`src/rtl/trig_exe_scheduler.sv`:
```
// Sequencer for the multi-cycle trig unit used by SIN/COS in the EXE stage.
// It issues a start pulse, stalls the front of the pipeline while the unit
// works, and aborts the unit on a flush or when it takes too long. It also
// opens a one-cycle result window to EXE/MEM and keeps saturating
// performance counters.
module trig_exe_scheduler #(
    parameter int TIMEOUT = 32,
    parameter int CNT_W   = 16
) (
    input  logic             clk,
    input  logic             rst_n,
    input  logic             ex_valid_i,
    input  logic             ex_trig_i,
    input  logic             ex_trig_op_i,
    input  logic             ex_flush_i,
    input  logic             trig_done_i,
    output logic             trig_start_o,
    output logic             trig_sel_o,
    output logic             trig_abort_o,
    output logic             stall_o,
    output logic             result_valid_o,
    output logic             timeout_err_o,
    output logic [CNT_W-1:0] op_cnt_o,
    output logic [CNT_W-1:0] stall_cnt_o
);

    // The wait counter only has to reach TIMEOUT-1, so it never wraps.
    localparam int                WAIT_W    = $clog2(TIMEOUT);
    localparam logic [WAIT_W-1:0] WAIT_LAST = WAIT_W'(TIMEOUT - 1);
    localparam logic [CNT_W-1:0]  CNT_MAX   = '1;

    typedef enum logic [1:0] {
        S_IDLE = 2'd0,
        S_BUSY = 2'd1,
        S_DONE = 2'd2
    } state_t;

    state_t            state_q, state_d;
    logic              sel_q, sel_d;
    logic              start_q, start_d;
    logic              timed_out_q, timed_out_d;
    logic              terr_q, terr_d;
    logic [WAIT_W-1:0] wait_q, wait_d;
    logic [CNT_W-1:0]  op_cnt_q, op_cnt_d;
    logic [CNT_W-1:0]  stall_cnt_q, stall_cnt_d;

    logic req;
    logic stall;
    logic abort;
    logic rvalid;

    // A trig instruction that is being flushed is not a request.
    assign req = ex_valid_i & ex_trig_i & ~ex_flush_i;

    // Next-state logic and the combinational handshake outputs.
    always_comb begin
        state_d     = state_q;
        sel_d       = sel_q;
        wait_d      = wait_q;
        timed_out_d = timed_out_q;
        terr_d      = terr_q;
        stall       = 1'b0;
        abort       = 1'b0;
        rvalid      = 1'b0;
        case (state_q)
            S_IDLE: begin
                stall = req;
                if (req) begin
                    sel_d       = ex_trig_op_i;
                    wait_d      = '0;
                    timed_out_d = 1'b0;
                    state_d     = S_BUSY;
                end
            end
            S_BUSY: begin
                stall  = 1'b1;
                wait_d = wait_q + 1'b1;
                // Flush beats done, and done beats the timeout.
                if (ex_flush_i) begin
                    abort   = 1'b1;
                    state_d = S_IDLE;
                end else if (trig_done_i) begin
                    state_d = S_DONE;
                end else if (wait_q == WAIT_LAST) begin
                    abort       = 1'b1;
                    terr_d      = 1'b1;
                    timed_out_d = 1'b1;
                    state_d     = S_DONE;
                end
            end
            S_DONE: begin
                rvalid  = ~timed_out_q & ~ex_flush_i;
                state_d = S_IDLE;
            end
            default: begin
                state_d = S_IDLE;
            end
        endcase

        // The start pulse is registered so it lands on the first BUSY cycle.
        start_d = (state_q == S_IDLE) & req;

        op_cnt_d = op_cnt_q;
        if (rvalid && (op_cnt_q != CNT_MAX)) begin
            op_cnt_d = op_cnt_q + 1'b1;
        end

        stall_cnt_d = stall_cnt_q;
        if (stall && (stall_cnt_q != CNT_MAX)) begin
            stall_cnt_d = stall_cnt_q + 1'b1;
        end
    end

    // State, latched op select, flags and counters; the trig unit shares
    // this reset, so reset never emits an abort.
    always_ff @(posedge clk) begin
        if (!rst_n) begin
            state_q     <= S_IDLE;
            sel_q       <= 1'b0;
            start_q     <= 1'b0;
            timed_out_q <= 1'b0;
            terr_q      <= 1'b0;
            wait_q      <= '0;
            op_cnt_q    <= '0;
            stall_cnt_q <= '0;
        end else begin
            state_q     <= state_d;
            sel_q       <= sel_d;
            start_q     <= start_d;
            timed_out_q <= timed_out_d;
            terr_q      <= terr_d;
            wait_q      <= wait_d;
            op_cnt_q    <= op_cnt_d;
            stall_cnt_q <= stall_cnt_d;
        end
    end

    assign trig_start_o   = start_q;
    assign trig_sel_o     = sel_q;
    assign trig_abort_o   = abort;
    assign stall_o        = stall;
    assign result_valid_o = rvalid;
    assign timeout_err_o  = terr_q;
    assign op_cnt_o       = op_cnt_q;
    assign stall_cnt_o    = stall_cnt_q;

endmodule
```
`config.mk`:
```
export PLATFORM = sky130hd
export DESIGN_NAME = trig_exe_scheduler
export DESIGN_NICKNAME = d
export VERILOG_FILES = /design/src/rtl/trig_exe_scheduler.sv
export SDC_FILE = /design/constraint.sdc
export NUM_CORES = 1
export LEC_CHECK = 0
export CAP_MARGIN = 20
export CORE_ASPECT_RATIO = 2
export CORE_MARGIN = 4
export CORE_UTILIZATION = 55
export DETAILED_ROUTE_END_ITERATION = 8
export PLACE_DENSITY = 0.9
export SLEW_MARGIN = 20
export SYNTH_ARGS = -nofsm -noshare
export SYNTH_HDL_FRONTEND = slang
export SYNTH_SLANG_ARGS = --single-unit
```
`constraint.sdc`:
```
create_clock -name clk -period 3.3 [get_ports clk]
set_input_delay 0.66 -clock clk [delete_from_list [all_inputs] [get_ports clk]]
set_output_delay 0.66 -clock clk [all_outputs]
set_load 0.01 [all_outputs]
```
==> flow_metrics.env <==
export IMPL_outcome="completed"
export IMPL_total_power_mw=0.894
export IMPL_synth_net_count=256
export IMPL_first_pass_iters=4
export IMPL_synth_seq_cells=43
export IMPL_max_freq_mhz=337
export IMPL_die_area_um2=5060
export IMPL_ys_types=49
export IMPL_post_cts_buffers=0
export IMPL_slew_headroom_pct=52.8
export IMPL_hold_buffers=0
export IMPL_syn_to_final_growth_pct=25.9
export IMPL_final_area_um2=2730
export IMPL_gp_congestion=0.780
export IMPL_p_int_mw=0.692
export IMPL_cts_sinks=43
export IMPL_dp_cells=335
export IMPL_numCtsBuffers=5
export IMPL_clkLatencyLatePin_ns=0.29
export IMPL_vias=2149
export IMPL_worstMarginPinSlew_ns=0.703
export IMPL_place_area_um2=2640
export IMPL_io_pins=45
export IMPL_ys_seq_area_share_pct=39.8
export IMPL_rows=32
export IMPL_routed_wl_um=5250
export IMPL_setup_tns_ns=0
export IMPL_power_frac_seq_pct=58.7
export IMPL_leakagePower_nw=0.876
export IMPL_layout_drive_gt1_share_pct=7.88
export IMPL_clkPwrFrac_pct=35.9
export IMPL_antenna_found_initial=0
export IMPL_crit_fanout=7
export IMPL_max_cap_violations=0
export IMPL_cp_arrival_ns=2.30
export IMPL_netSwitchingPower_mw=0.202
export IMPL_grt_pass1_vias=2064
export IMPL_port_buffers=44
export IMPL_cp_common_cell="clkdlybuf4s50_1"
export IMPL_avgSynthCellArea_um2=8.84
export IMPL_clkTransAtPathRegs_ns=0.07
export IMPL_hpwl_um=3920
export IMPL_power_frac_comb_pct=5.4
export IMPL_netSwitchingFraction_pct=22.6
export IMPL_cts_path_max_buffers=2
export IMPL_first_iter_violations=79
export IMPL_crit_required_ns=2.64
export IMPL_core_um2=3840
export IMPL_async_flop_share_pct=0
export IMPL_hold_class="reg -> reg"
export IMPL_synth_edff_count=0
export IMPL_synth_warnings=0
export IMPL_ir_worst_vdd_mv=0.278
export IMPL_grt_pass1_wl_um=8880
export IMPL_worst_setup_path_end_kind="output port"
export IMPL_htree_levels=2
export IMPL_synth_ff_type="dfxtp_1"
export IMPL_post_route_drc_count=0
export IMPL_setup_violations_final=0
export IMPL_p_per_area_nw_per_um2=328
export IMPL_drt_antenna_violating_nets=0
export IMPL_startpoint_type="input pin"
export IMPL_grt_start_max_net_pins=21
export IMPL_path_class="in -> out"
export IMPL_die_w_um=52.4
export IMPL_finalNetCount=302
export IMPL_die_h_um=96.7
export IMPL_start_util_pct=56.3
export IMPL_slew_viol_final=0
export IMPL_skew_ns=0.00488
export IMPL_critPathMaxStageDelay_ns=0.50
export IMPL_root_buffer="clkbuf_8"
export IMPL_crit_slowest_cell="clkdlybuf4s50_1"
export IMPL_rsz0062_at_grt="no"
export IMPL_antenna_cells=0
export IMPL_final_cells=343
export IMPL_cts_resized_gates=0
export IMPL_synth_cells=245
export IMPL_hold_viol_final=0
export IMPL_grtUsageTotal_pct=22.0
export IMPL_fin_crit_sh_pct=89.8
export IMPL_drt_vias_per_instance=6.27
export IMPL_path_cells="clkdlybuf4s50_1 -> and4bb_2 -> nor2_1 -> inv_1 -> clkdlybuf4s50_1"
export IMPL_syn_cell_area_um2=2160
export IMPL_min_period_ns=2.96
export IMPL_drt_wirelength_per_cell_um=15.3
export IMPL_grt_overflow=0
export IMPL_cts_tree="built"
-- state kept, by name (all words and copies together), names as in the netlist --
register,flops
op_cnt_o,16
trig_sel_o,1
timeout_err_o,1
stall_cnt_o,16
timed_out_q,1
wait_q,5
state_q,2
trig_start_o,1
-- path summary, 6_finish.rpt --
kind | startpoint | to | slack [ns] | cells past startpoint
min | timeout_err_o$_SDFFE_PN0P_ | timeout_err_o$_SDFFE_PN0P_ | 0.48 | 2
max | ex_flush_i | stall_o | 0.34 | 5
min reg2reg | timeout_err_o$_SDFFE_PN0P_ | timeout_err_o$_SDFFE_PN0P_ | 0.48 | 2
max reg2reg | op_cnt_o[0]$_SDFFE_PN0P_ | op_cnt_o[7]$_SDFFE_PN0P_ | 1.32 | 5
-- through the flow --
step	hold slack, ns	worst slack [ns]	utilization, %
after floorplan	0.448	1.20	-
after global placement	0.458	0.339	68.8
after detailed placement	0.469	0.354	68.8
after CTS	0.485	0.336	70.9
after global routing	0.505	0.203	70.9
final	0.482	0.337	70.9
-- power groups by stage --
stage               logic (mW)  clock network (mW)  registers, mW
global route            0.0531               0.338          0.526
floorplan               0.0270                   0          0.538
finish                  0.0484               0.321          0.525
CTS                     0.0484               0.325          0.525
global placement        0.0473                   0          0.537
detailed placement      0.0479                   0          0.537
-- cells by family after synthesis --
group / after synthesis / share of synthesized area (%)
XOR/XNOR: 1 / 0.405
AND/OR/NAND/NOR: 107 / 30.5
adder cells (fa/ha/maj): 4 / 2.31
multiplexers: 7 / 3.24
flip-flops: 43 / 39.8
AO/OA/AOI/OAI: 66 / 19.7
buffers and inverters: 17 / 4.10
-- synth_stat cells, drive strengths merged (7+ instances only) --
cell type | instances | area, um^2
a21oi | 27 | 135
o21ai | 13 | 65.1
clkbuf | 7 | 36.3
or3 | 7 | 45.1
inv | 7 | 26.3
nand2b | 7 | 43.8
nor2 | 14 | 52.6
or4 | 11 | 85.1
o31ai | 9 | 67.6
nand4 | 11 | 68.8
nand2 | 18 | 67.6
dfxtp | 43 | 861
nand3 | 12 | 72.6
mux2i | 7 | 70.1
-- per-layer routing --
| layer | vias up | part of all wire, % | routed length [um] | global-route usage, % |
|---|---|---|---|---|
| met5 | - | 0 | 0 | 0 |
| met4 | 0 | 2.7 | 144 | 10.4 |
| met3 | 11 | 3.1 | 161 | 3.39 |
| met2 | 53 | 57 | 3000 | 40.2 |
| met1 | 1054 | 37 | 1950 | 22.8 |
| li1 | 1031 | - | - | - |
-- placed cells by master (no fill, tap or decap), drive strengths merged, types with 7 or more instances in the layout --
cell type	instances
a21oi	27
clkbuf	7
clkdlybuf4s50	44
dfxtp	43
inv	7
mux2i	7
nand2	18
nand2b	7
nand3	12
nand4	11
nor2	14
o21ai	13
o31ai	9
or3	7
or4	11
-- cell type report --
type	count	area, um^2
Timing Repair Buffer	49	478
Clock buffer	7	76.3
Tap cell	51	63.8
Fill cell	333	1120
Multi-Input combinational cell	185	1210
Clock inverter	1	5.00
Inverter	7	26.3
Sequential cell	43	861
-- critical path: cells and delay by family --
| kind | cells | cell delay (ns) |
|---|---|---|
| buf+inv | 3 | 1.08 |
| simple gates | 2 | 0.57 |
No activity file was read; power rests on OpenSTA's default activity.
